==> config.mk <==
export PLATFORM = sky130hd
export DESIGN_NAME = data_memory_access_unit_flat
export DESIGN_NICKNAME = d
export VERILOG_FILES = /design/src/rtl/data_memory_access_unit_if.sv /design/src/rtl/data_memory_access_unit.sv /design/src/flat_wrapper.sv
export SDC_FILE = /design/constraint.sdc
export NUM_CORES = 1
export LEC_CHECK = 0
export CORE_ASPECT_RATIO = 1.4
export CORE_MARGIN = 5
export CORE_UTILIZATION = 30
export CTS_CLUSTER_DIAMETER = 100
export DETAILED_ROUTE_END_ITERATION = 6
export DONT_BUFFER_PORTS = 1
export SETUP_SLACK_MARGIN = 0.02
export SYNTH_ARGS = -nofsm -noshare
export SYNTH_HDL_FRONTEND = slang
export SYNTH_SLANG_ARGS = --single-unit
==> constraint.sdc <==
create_clock -name clk -period 2.4 [get_ports clk]
set_input_delay 0.48 -clock clk [delete_from_list [all_inputs] [get_ports clk]]
set_output_delay 0.48 -clock clk [all_outputs]
set_load 0.02 [all_outputs]
==> src/rtl/data_memory_access_unit_if.sv <==
// Bundle between the EX/MEM stage, the data memory and the load/store access unit.
// Latency: none, wires only.
// Backpressure: the slave drives stall back toward the pipeline side.
// Ports: master = pipeline + memory side (drives requests and memory read data),
//        slave  = access unit (drives memory strobes, load result, stall, fault).
interface data_memory_access_unit_if #(
    parameter int data_bits = 32
);
    logic                 mem_read_in;
    logic                 mem_write_in;
    logic [2:0]           funct3_in;
    logic [data_bits-1:0] alu_result_in;
    logic [data_bits-1:0] store_data_in;
    logic                 flush;
    logic [data_bits-3:0] address;
    logic [data_bits-1:0] input_data;
    logic                 write_enable;
    logic                 read_enable;
    logic [data_bits-1:0] output_data;
    logic [data_bits-1:0] load_data;
    logic                 load_valid;
    logic                 stall;
    logic                 misaligned_fault;

    modport master (
        output mem_read_in, mem_write_in, funct3_in, alu_result_in, store_data_in,
               flush, output_data,
        input  address, input_data, write_enable, read_enable, load_data,
               load_valid, stall, misaligned_fault
    );

    modport slave (
        input  mem_read_in, mem_write_in, funct3_in, alu_result_in, store_data_in,
               flush, output_data,
        output address, input_data, write_enable, read_enable, load_data,
               load_valid, stall, misaligned_fault
    );
endinterface

==> src/rtl/data_memory_access_unit.sv <==
// Load/store unit: byte/half/word accesses onto a word-addressed synchronous data memory.
// Latency: word store 1 cycle; loads and sub-word stores (read-modify-write) 2 cycles.
// Backpressure: stall asserted in the request cycle of every 2-cycle access; requests held upstream.
// Ports: clk, rst_n (async active-low); bus (slave modport) carries the EX/MEM request,
//        the memory address/write data/strobes/read data, load result, stall and fault pulse.
module data_memory_access_unit #(
    parameter int data_bits = 32
) (
    input  logic                         clk,
    input  logic                         rst_n,
    data_memory_access_unit_if.slave     bus
);

    typedef enum logic [1:0] {
        IDLE      = 2'd0,
        LOAD_WAIT = 2'd1,
        RMW_MERGE = 2'd2
    } state_t;

    localparam logic [data_bits-1:0] byte_ones = {{(data_bits-8){1'b0}}, 8'hFF};
    localparam logic [data_bits-1:0] half_ones = {{(data_bits-16){1'b0}}, 16'hFFFF};

    state_t state;

    logic [1:0]           lane;
    logic [2:0]           f3;
    logic                 req;
    logic                 legal;
    logic                 word_acc;
    logic                 half_acc;
    logic                 misalign;
    logic                 fault_req;
    logic                 in_idle;
    logic                 go;
    logic                 sub_store;
    logic [4:0]           shamt;
    logic [data_bits-1:0] lane_ones;
    logic [data_bits-1:0] merged;
    logic [data_bits-1:0] shifted;
    logic [data_bits-1:0] extracted;

    assign lane = bus.alu_result_in[1:0];
    assign f3   = bus.funct3_in;

    // Request decode and fault qualification
    always_comb begin
        req       = bus.mem_read_in | bus.mem_write_in;
        legal     = (f3 == 3'b000) || (f3 == 3'b001) || (f3 == 3'b010) ||
                    (f3 == 3'b100) || (f3 == 3'b101);
        word_acc  = (f3 == 3'b010);
        half_acc  = (f3[1:0] == 2'b01);
        misalign  = (half_acc && lane[0]) || (word_acc && (lane != 2'b00));
        fault_req = req && ((bus.mem_read_in && bus.mem_write_in) || !legal || misalign);
        // flush in IDLE swallows the request entirely, fault included
        in_idle   = rst_n && (state == IDLE) && !bus.flush;
        go        = in_idle && req && !fault_req;
        sub_store = bus.mem_write_in && !word_acc;
    end

    // Lane shift: halfwords sit at bit 0 or 16, bytes at 0/8/16/24.
    // The same shift serves the store merge and the load extraction.
    always_comb begin
        shamt     = half_acc ? {lane[1], 4'b0000} : {lane, 3'b000};
        lane_ones = half_acc ? half_ones : byte_ones;
        merged    = (bus.output_data & ~(lane_ones << shamt)) |
                    ((bus.store_data_in & lane_ones) << shamt);
        shifted   = bus.output_data >> shamt;
        case (f3)
            3'b000:  extracted = {{(data_bits-8){shifted[7]}}, shifted[7:0]};
            3'b100:  extracted = {{(data_bits-8){1'b0}}, shifted[7:0]};
            3'b001:  extracted = {{(data_bits-16){shifted[15]}}, shifted[15:0]};
            3'b101:  extracted = {{(data_bits-16){1'b0}}, shifted[15:0]};
            default: extracted = bus.output_data;
        endcase
    end

    // Outputs are combinational from state and inputs; every strobe is gated by
    // rst_n so nothing leaks while reset is held with a request on the inputs.
    always_comb begin
        bus.address          = bus.alu_result_in[data_bits-1:2];
        bus.read_enable      = go && (bus.mem_read_in || sub_store);
        bus.stall            = go && (bus.mem_read_in || sub_store);
        bus.misaligned_fault = in_idle && fault_req;
        bus.write_enable     = (go && bus.mem_write_in && word_acc) ||
                               (rst_n && (state == RMW_MERGE) && !bus.flush);
        bus.load_valid       = rst_n && (state == LOAD_WAIT) && !bus.flush;
        bus.input_data       = (state == RMW_MERGE) ? merged : bus.store_data_in;
        bus.load_data        = bus.load_valid ? extracted : '0;
    end

    // Every 2-cycle access returns to IDLE after its second cycle, flushed or not.
    always_ff @(posedge clk or negedge rst_n) begin
        if (!rst_n) begin
            state <= IDLE;
        end else begin
            case (state)
                IDLE: begin
                    if (go && bus.mem_read_in)
                        state <= LOAD_WAIT;
                    else if (go && sub_store)
                        state <= RMW_MERGE;
                    else
                        state <= IDLE;
                end
                default: state <= IDLE;
            endcase
        end
    end

endmodule

==> src/flat_wrapper.sv <==
// flat-port wrapper written by rule: the top's interface ports become plain ports
module data_memory_access_unit_flat 
#(
    parameter int data_bits = 32
)
  (clk, rst_n, bus_mem_read_in, bus_mem_write_in, bus_funct3_in, bus_alu_result_in, bus_store_data_in, bus_flush, bus_output_data, bus_address, bus_input_data, bus_write_enable, bus_read_enable, bus_load_data, bus_load_valid, bus_stall, bus_misaligned_fault);
  data_memory_access_unit_if #(.data_bits(data_bits)) bus_i ();
  input  logic clk;
  input  logic rst_n;
  input wire logic [$bits(bus_i.mem_read_in)-1:0] bus_mem_read_in;
  input wire logic [$bits(bus_i.mem_write_in)-1:0] bus_mem_write_in;
  input wire logic [$bits(bus_i.funct3_in)-1:0] bus_funct3_in;
  input wire logic [$bits(bus_i.alu_result_in)-1:0] bus_alu_result_in;
  input wire logic [$bits(bus_i.store_data_in)-1:0] bus_store_data_in;
  input wire logic [$bits(bus_i.flush)-1:0] bus_flush;
  input wire logic [$bits(bus_i.output_data)-1:0] bus_output_data;
  output wire logic [$bits(bus_i.address)-1:0] bus_address;
  output wire logic [$bits(bus_i.input_data)-1:0] bus_input_data;
  output wire logic [$bits(bus_i.write_enable)-1:0] bus_write_enable;
  output wire logic [$bits(bus_i.read_enable)-1:0] bus_read_enable;
  output wire logic [$bits(bus_i.load_data)-1:0] bus_load_data;
  output wire logic [$bits(bus_i.load_valid)-1:0] bus_load_valid;
  output wire logic [$bits(bus_i.stall)-1:0] bus_stall;
  output wire logic [$bits(bus_i.misaligned_fault)-1:0] bus_misaligned_fault;
  assign bus_i.mem_read_in = bus_mem_read_in;
  assign bus_i.mem_write_in = bus_mem_write_in;
  assign bus_i.funct3_in = bus_funct3_in;
  assign bus_i.alu_result_in = bus_alu_result_in;
  assign bus_i.store_data_in = bus_store_data_in;
  assign bus_i.flush = bus_flush;
  assign bus_i.output_data = bus_output_data;
  assign bus_address = bus_i.address;
  assign bus_input_data = bus_i.input_data;
  assign bus_write_enable = bus_i.write_enable;
  assign bus_read_enable = bus_i.read_enable;
  assign bus_load_data = bus_i.load_data;
  assign bus_load_valid = bus_i.load_valid;
  assign bus_stall = bus_i.stall;
  assign bus_misaligned_fault = bus_i.misaligned_fault;
  data_memory_access_unit #(.data_bits(data_bits)) u_core (.clk(clk), .rst_n(rst_n), .bus(bus_i));
endmodule
==> flow_summary.toml, run 1 <==
[synthesis]
yosysMostFrequentCell = "o21ai_0"
syn_area_sq_um = 2010
synthesis.nets = 421
syn_avg_cell_area_sq_um = 6.35
synth_top_cell_area_share = 0.157
synth-edff-count = 0
synthTopCellsByArea = "o21ai_0, buf_4, mux2i_1"
yosysWarnings = 0
synth-async-reset-ratio = 1.00
netlist_top_cells_count = "o21ai_0, nand2_1, buf_4, mux2i_1, nor2_1"
syn_inst = 317
yosysSeqAreaShare = 0.0249
yosysTopAreaCell = "o21ai_0"
ys.flop_type = "dfrtp_1"
ys_types = 41
ys_seq_elements = 2

[critical_path]
critical_path_required_ns = 1.92
cp.arrival_ns = 1.81
end_kind = "primary output"
reg2reg_depth = 3
start_kind = "register"
cp_max_fo = 15
crit_type = "register to primary output"

[grt]
antenna_found_initial = 0
grt_first_pass_wirelength_um = 13600
grt_pass1_vias = 2487
grt_max_degree = 50
grtUsageTotal = 0.207
grt_overflow = 0

[worst_hold_path]
hold_depth = 2
hp-class = "input pin to register"

[clock_tree]
root_buffer = "clkbuf_8"
h-tree-depth = 1
clk_pin_slew_ns = 0.03
clockBufferDepth = 2
clock_latency_ns = 0.22
cts_tree = "built"
clock-sinks = 2
cts_buffers = 3

[route]
vias_per_cell = 6.01
via_count = 2411
drt-initial-drc-count = 262
drc_errors = 0
ant_nets = 0
routed_wl_um = 9040
firstDrtPassIters = 5
routedWlPerCell_um = 22.6

[timing]
whs_ns = 0.412
min_period_ns = 2.29
worstMarginPinSlew_ns = 0.606
clock_skew_ns = 0.00313
hold_viol = 0
fmax_ghz = 0.437
relSlewSlack = 0.592
finalCritPeriodShare = 0.954
final-setup-viol-count = 0
slew_violations = 0

[floorplan]
initial_core_util = 0.306
dieWidth_um = 79.2
core_area_sq_um = 6570
ios = 203
rows = 35
die_y_um = 107
die-area_sq_um = 8470

[pwr]
power.leakage_nw = 1.07
swShare = 0.435
switchingPower_uw = 210
power_frac_comb = 0.641
clkPwrFrac = 0.287
internal-power_uw = 273
power_density_nw_per_um2 = 209
seq_power_share = 0.072
ir_worst_vdd_v = 0.000282

[job]
cap_viol_max_count = 0

[layout]
n_fill_cell = 720
antenna_cells = 0
largestRegisters = "u_core.state: 2 flops"
largest_reg_flops = 2
area_growth_pct = 15.0
largest-register = "u_core.state"
post-route-util = 0.353
fin_nets = 433
drive_above_1_share = 0.263

[run_status]
status = "finished, final reports clean"

[place]
io_buffers = 0
dp_hpwl_um = 7190
gp_congestion = 0.864
worst paths after layout:
check | to | slack [ns] | start
hold / removal | u_core.state[0] | 0.41 | bus_mem_read_in
setup reg to reg | u_core.state[1] | 1.15 | u_core.state[1]
max in group asynchronous | u_core.state[1] | 1.79 | rst_n
setup / recovery | bus_load_data[12] | 0.11 | u_core.state[1]
hold reg to reg | u_core.state[0] | 0.68 | u_core.state[0]
min in group asynchronous | u_core.state[0] | 0.49 | rst_n
through the flow:
| stage | instances | worst slack, ns | total power, mW | area (sq um) | TNS (ns) |
|---|---|---|---|---|---|
| final | 401 | 0.111 | 0.484 | 2320 | 0 |
| after global routing | 401 | -0.00437 | 0.523 | 2320 | -0.00437 |
| after detailed placement | 393 | -0.102 | 0.331 | 2190 | -1.37 |
| after CTS | 397 | 0.0418 | 0.481 | 2250 | 0 |
| after floorplan | 317 | 0.0588 | 0.345 | 2010 | 0 |
| after global placement | 393 | -0.000105 | 0.326 | 2190 | -0.000105 |
power groups by stage:
stage / sequential (mW) / combinational (mW) / clock, mW
2_1_floorplan: 0.0349 / 0.310 / 0
3_3_place_gp: 0.0350 / 0.291 / 0
3_5_place_dp: 0.0350 / 0.296 / 0
4_1_cts: 0.0347 / 0.301 / 0.145
5_1_grt: 0.0349 / 0.339 / 0.149
6_report: 0.0348 / 0.310 / 0.139
logic make-up after synthesis:
logic type,synth area share
muxes,0.170
and+or+nand+nor,0.242
DFF,0.0249
buffers and inverters,0.203
AOI/OAI and AO/OA,0.360
final cells by class:
type / count / area, sq um / share of cell area
multi-input combinational: 248 / 1600 / 0.689
timing repair buffer: 65 / 503 / 0.217
tap: 74 / 92.6 / 0.0400
clock buffer: 3 / 41.3 / 0.0178
sequential: 2 / 50.0 / 0.0216
inverter: 9 / 33.8 / 0.0146
timing repair:
item / in CTS / in global routing
buffers inserted: 0 / 4
resized for setup: 1 / 5
hold buffers: 1 / 0
setup endpoints to repair: 16 / 37
hold endpoints to repair: 2 / 0
cloned: 0 / 0
pin swaps: 0 / 2
cells in the final DEF, fill, tap and decap left out, types with 2 or more instances in the layout:
| master | synthesis | final |
|---|---|---|
| nand3b_1 | 10 | 10 |
| a21o_1 | 2 | 2 |
| nor2b_1 | 2 | 2 |
| and4_1 | 6 | 6 |
| nor2_1 | 19 | 19 |
| nand2_1 | 44 | 44 |
| o22ai_1 | 2 | 2 |
| a21oi_1 | 15 | 15 |
| o21ai_0 | 63 | 63 |
| a22o_1 | 7 | 7 |
| and2_2 | 0 | 2 |
| nand3_1 | 4 | 3 |
| dfrtp_1 | 2 | 2 |
| buf_4 | 35 | 63 |
| o2111ai_1 | 3 | 3 |
| nand2b_1 | 4 | 3 |
| clkbuf_8 | 0 | 3 |
| mux2i_1 | 23 | 23 |
| a22oi_1 | 16 | 16 |
| mux2_2 | 8 | 8 |
| inv_1 | 8 | 8 |
worst max-delay path, cell delays in order, from the launching register on:
cell     delay, ns
dfrtp_1       0.42
nor4b_4       0.40
buf_4         0.29
o21ai_0       0.13
a21oi_1       0.17
buf_4         0.17
layer usage:
layer,up-vias,GRT usage,part of all wire
met4,0,0.0823,0.040
met3,32,0.0546,0.10
li1,1138,-,-
met1,1105,0.215,0.33
met5,-,0,0
met2,136,0.385,0.53
No activity file was read; power rests on OpenSTA's default activity.
==> run 2, diff against run 1 <==
--- a/config.mk
+++ b/config.mk
@@ -5,11 +5,10 @@
 export SDC_FILE = /design/constraint.sdc
 export NUM_CORES = 1
 export LEC_CHECK = 0
-export CORE_ASPECT_RATIO = 1.4
-export CORE_MARGIN = 5
-export CORE_UTILIZATION = 30
+export CORE_AREA = 5 5 75 77
 export CTS_CLUSTER_DIAMETER = 100
 export DETAILED_ROUTE_END_ITERATION = 6
+export DIE_AREA = 0 0 80 82
 export DONT_BUFFER_PORTS = 1
 export SETUP_SLACK_MARGIN = 0.02
 export SYNTH_ARGS = -nofsm -noshare
==> constraint.sdc (replaced) <==
create_clock -name clk -period 2.4 [get_ports clk]
set_input_delay 0.48 -clock clk [delete_from_list [all_inputs] [get_ports clk]]
set_output_delay 0.48 -clock clk [all_outputs]
set_load 0.005 [all_outputs]
==> flow_summary.toml, run 2 (synthesis gave the netlist of run 1 again) <==
[run_status]
status = "finished, final reports clean"

[layout]
fin_nets = 377
multi_input_area_sq_um = 1570
drive_above_1_share = 0.0996
mostFrequentLayoutCells = "o21ai_0, nand2_1, mux2i_1, nor2_1, a22oi_1"
n_fill_cell = 557
antenna_cells = 0
largest_reg_flops = 2
seqCellArea_sq_um = 50.0
largestRegisters = "u_core.state: 2 flops"
largest-register = "u_core.state"
area_growth_pct = -7.77
final_cells = 341
final_common_cell = "o21ai_0"

[floorplan]
dieWidth_um = 80
ios = 203
core_area_sq_um = 4940
rows = 26
die-area_sq_um = 6560
die_y_um = 82
initial_core_util = 0.407

[clock_tree]
clk_pin_slew_ns = 0.03
cts_buffers = 3
clockBufferDepth = 2
h-tree-depth = 1
cts_tree = "built"
root_buffer = "clkbuf_8"
postCtsSetupBuffers = 0
clock_latency_ns = 0.21
clock-sinks = 2

[grt]
antenna_found_initial = 0
grtUsageTotal = 0.226
grt_overflow = 0
grt_first_pass_wirelength_um = 11600
grt_max_degree = 40
grt_pass1_vias = 2107

[critical_path]
cp_max_fo = 19
cp_slowest_stage_delay_ns = 0.54
worst-r2r-setup-slack_ns = 1.13
reg2reg_from = "u_core.state[1]"
end_kind = "primary output"
critical_path.top_delay_family = "compound AO/OA/AOI/OAI gates"
cp_cell_sequence = "nand2b_1 > a21o_1 > mux2i_1 > o21ai_0"
critical_path_required_ns = 1.92
crit_type = "input pin to primary output"
crit_buf_inv = 0
start_kind = "input pin"
rr_endpoint = "u_core.state[0]"
cp.arrival_ns = 1.75
cp-startpoint = "bus_funct3_in[1]"
slowest_stage = "a21o_1"
cp.depth = 4
crit_end = "bus_input_data[23]"
reg2reg_depth = 3

[route]
drt-initial-drc-count = 129
ant_nets = 0
routed_wl_um = 8050
via_count = 2214
drc_errors = 0
routedWlPerCell_um = 23.6
vias_per_cell = 6.49
firstDrtPassIters = 5

[timing]
min_period_ns = 2.23
setup_tns_ns = 0
fmax_ghz = 0.448
finalCritPeriodShare = 0.929
worstMarginPinSlew_ns = 0.634
final-setup-viol-count = 0
setup_ws_ns = 0.169
hold_viol = 0
clock_skew_ns = 0.00126
relSlewSlack = 0.574
rsz0062_at_grt = "no"
slew_violations = 0

[place]
dp.cells = 337
io_buffers = 0
dp_hpwl_um = 6150
gp_congestion = 0.873
pre_cts_slack_ns = 0.155

[pwr]
power_density_nw_per_um2 = 206
power.leakage_nw = 0.777
ir_worst_vdd_v = 0.000196

[job]
cap_viol_max_count = 0

[worst_hold_path]
hp-class = "input pin to register"
hold_depth = 2
[run 2: worst min-delay path by stage]
stage	to	startpoint	slack (ns)
2_1_floorplan	u_core.state[0]	rst_n	0.18
3_3_place_gp	u_core.state[0]	rst_n	0.18
3_5_place_dp	u_core.state[1]	rst_n	0.18
4_1_cts	u_core.state[0]	bus_mem_read_in	0.42
5_1_grt	u_core.state[0]	bus_mem_read_in	0.43
6_report	u_core.state[0]	bus_mem_read_in	0.42
[run 2: area by class of cell]
type,instances,share of cell area
repair buffers,9,0.0377
flip-flops and latches,2,0.0270
multi-input cells,248,0.848
inverters,9,0.0182
clock buffers,3,0.0222
well taps,70,0.0472
[run 2: timing repair]
item | CTS | global route
hold endpoints to repair | 2 | 0
hold buffers | 1 | 0
endpoints found under the setup margin | 0 | 3
gates resized for setup | 0 | 2
[run 2: stage by stage]
stage               total power [mW]  utilization  hold slack, ns  instance area (sq um)
global placement               0.244        0.363           0.184                   1800
detailed placement             0.246        0.363           0.184                   1800
floorplan                      0.272            -           0.184                   2010
global route                   0.417        0.376           0.427                   1860
CTS                            0.385        0.373           0.422                   1850
finish                         0.383        0.376           0.424                   1860
[run 2: where the power goes]
group | switching [mW] | total, mW | internal (mW)
combinational | 0.123 | 0.216 | 0.0922
sequential | 0.000326 | 0.0347 | 0.0344
clock | 0.0266 | 0.133 | 0.106
[run 2: routing by layer]
| metal | up-vias | share of wire | track usage |
|---|---|---|---|
| li1 | 1031 | - | - |
| met1 | 1023 | 0.39 | 0.286 |
| met2 | 136 | 0.47 | 0.359 |
| met3 | 24 | 0.12 | 0.0658 |
| met4 | 0 | 0.025 | 0.0861 |
| met5 | - | 0 | 0 |
==> run 3, diff against run 2 <==
--- a/config.mk
+++ b/config.mk
@@ -10,6 +10,7 @@
 export DETAILED_ROUTE_END_ITERATION = 6
 export DIE_AREA = 0 0 80 82
 export DONT_BUFFER_PORTS = 1
+export PLACE_DENSITY_LB_ADDON = 0.12
 export SETUP_SLACK_MARGIN = 0.02
 export SYNTH_ARGS = -nofsm -noshare
 export SYNTH_HDL_FRONTEND = slang
==> constraint.sdc (replaced) <==
create_clock -name clk -period 2.4 [get_ports clk]
set_input_delay 0.48 -clock clk [delete_from_list [all_inputs] [get_ports clk]]
set_output_delay 0.48 -clock clk [all_outputs]
set_load 0.01 [all_outputs]
==> flow_summary.toml, run 3 (synthesis gave the netlist of run 1 again) <==
[layout]
area_growth_pct = 2.49
largest-register = "u_core.state"
drive_above_1_share = 0.182
largestRegisters = "u_core.state: 2 flops"
mostFrequentLayoutCells = "o21ai_0, nand2_1, buf_4, mux2i_1, nor2_1"
largest_reg_flops = 2
fin_nets = 403
final_common_cell = "o21ai_0"
antenna_cells = 0
n_fill_cell = 575

[route]
vias_per_cell = 6.12
ant_nets = 0
via_count = 2247
firstDrtPassIters = 4
drt-initial-drc-count = 157
drc_errors = 0
routed_wl_um = 7950
routedWlPerCell_um = 21.7

[grt]
antenna_found_initial = 0
grtUsageTotal = 0.222
grt_pass1_vias = 2127
grt_max_degree = 40
grt_overflow = 0
grt_first_pass_wirelength_um = 11500

[critical_path]
crit_type = "register to primary output"
reg2reg_from = "u_core.state[1]"
crit_buf_inv = 0
cp_slowest_stage_delay_ns = 0.43
rr_endpoint = "u_core.state[1]"
cp.depth = 3
cp-startpoint = "u_core.state[1]"
reg2reg_depth = 3
cp.arrival_ns = 1.77
end_kind = "primary output"
cp_max_fo = 9
slowest_stage = "nor4b_4"
critical_path_required_ns = 1.92
cp_cell_sequence = "nor4b_4 > and2_1 > a32o_1"
worst-r2r-setup-slack_ns = 1.13
start_kind = "register"
critical_path.top_delay_family = "simple AND/OR/NAND/NOR gates"
crit_end = "bus_load_data[15]"

[timing]
slew_violations = 0
relSlewSlack = 0.613
min_period_ns = 2.25
fmax_ghz = 0.444
hold_viol = 0
worstMarginPinSlew_ns = 0.577
rsz0062_at_grt = "no"
clock_skew_ns = 0.000704
final-setup-viol-count = 0
setup_tns_ns = 0
finalCritPeriodShare = 0.938

[worst_hold_path]
hp-class = "input pin to register"

[clock_tree]
h-tree-depth = 1
clk_pin_slew_ns = 0.03
postCtsSetupBuffers = 0
cts_buffers = 3
cts_tree = "built"
root_buffer = "clkbuf_8"
clock_latency_ns = 0.21
clock-sinks = 2
clockBufferDepth = 2

[pwr]
switchingPower_uw = 169
swShare = 0.398
clkPwrFrac = 0.320
ir_worst_vdd_v = 0.000284
power.total_uw = 426
power_frac_comb = 0.599
internal-power_uw = 256
power.leakage_nw = 0.904
seq_power_share = 0.082
power_density_nw_per_um2 = 206

[floorplan]
die-area_sq_um = 6560
die_y_um = 82
rows = 26
core_area_sq_um = 4940
dieWidth_um = 80
ios = 203
initial_core_util = 0.407

[job]
cap_viol_max_count = 0

[run_status]
status = "finished, final reports clean"

[place]
dp_hpwl_um = 6350
gp_congestion = 0.852
io_buffers = 0
==> run 3: worst min-delay path by stage <==
stage / cells after the start / start / slack (ns) / to
6_report: 2 / bus_mem_read_in / 0.42 / u_core.state[0]
3_5_place_dp: 0 / rst_n / 0.18 / u_core.state[1]
4_1_cts: 2 / bus_mem_read_in / 0.42 / u_core.state[0]
3_3_place_gp: 0 / rst_n / 0.18 / u_core.state[0]
5_1_grt: 2 / bus_mem_read_in / 0.42 / u_core.state[0]
2_1_floorplan: 0 / rst_n / 0.18 / u_core.state[0]
==> run 3: power groups by stage <==
stage	registers [mW]	logic (mW)	clock network, mW
finish	0.0348	0.255	0.136
global route	0.0348	0.281	0.144
CTS	0.0347	0.253	0.140
detailed placement	0.0350	0.250	0
global placement	0.0350	0.250	0
floorplan	0.0349	0.261	0
==> run 3: layout make-up <==
class,instances,area [sq um],share of cell area
well taps,70,87.6,0.0424
multi-input cells,248,1590,0.768
repair buffers,35,265,0.129
inverters,9,33.8,0.0164
flip-flops and latches,2,50.0,0.0243
clock buffers,3,41.3,0.0200
==> run 3: per-stage QoR <==
step	area [sq um]	hold WS (ns)	util	std cells	setup slack (ns)
6_report	2060	0.422	0.417	367	0.149
3_5_place_dp	1990	0.184	0.403	363	0.103
3_3_place_gp	1990	0.184	0.403	363	0.0883
5_1_grt	2060	0.425	0.417	367	0.0205
2_1_floorplan	2010	0.184	-	317	0.251
4_1_cts	2040	0.424	0.413	367	0.0219
==> run 3: repair_timing <==
item | in CTS | in global routing
endpoints found under the hold margin | 2 | 0
endpoints found under the setup margin | 0 | 28
resized for setup | 0 | 4
hold buffers | 1 | 0
==> run 3: layer usage <==
layer,GRT usage,wire (um),up-vias,share of wire
met2,0.361,3630,129,0.46
met3,0.0417,882,22,0.11
met1,0.296,3270,1016,0.41
met4,0.0676,169,0,0.021
li1,-,-,1080,-
met5,0,0,-,0
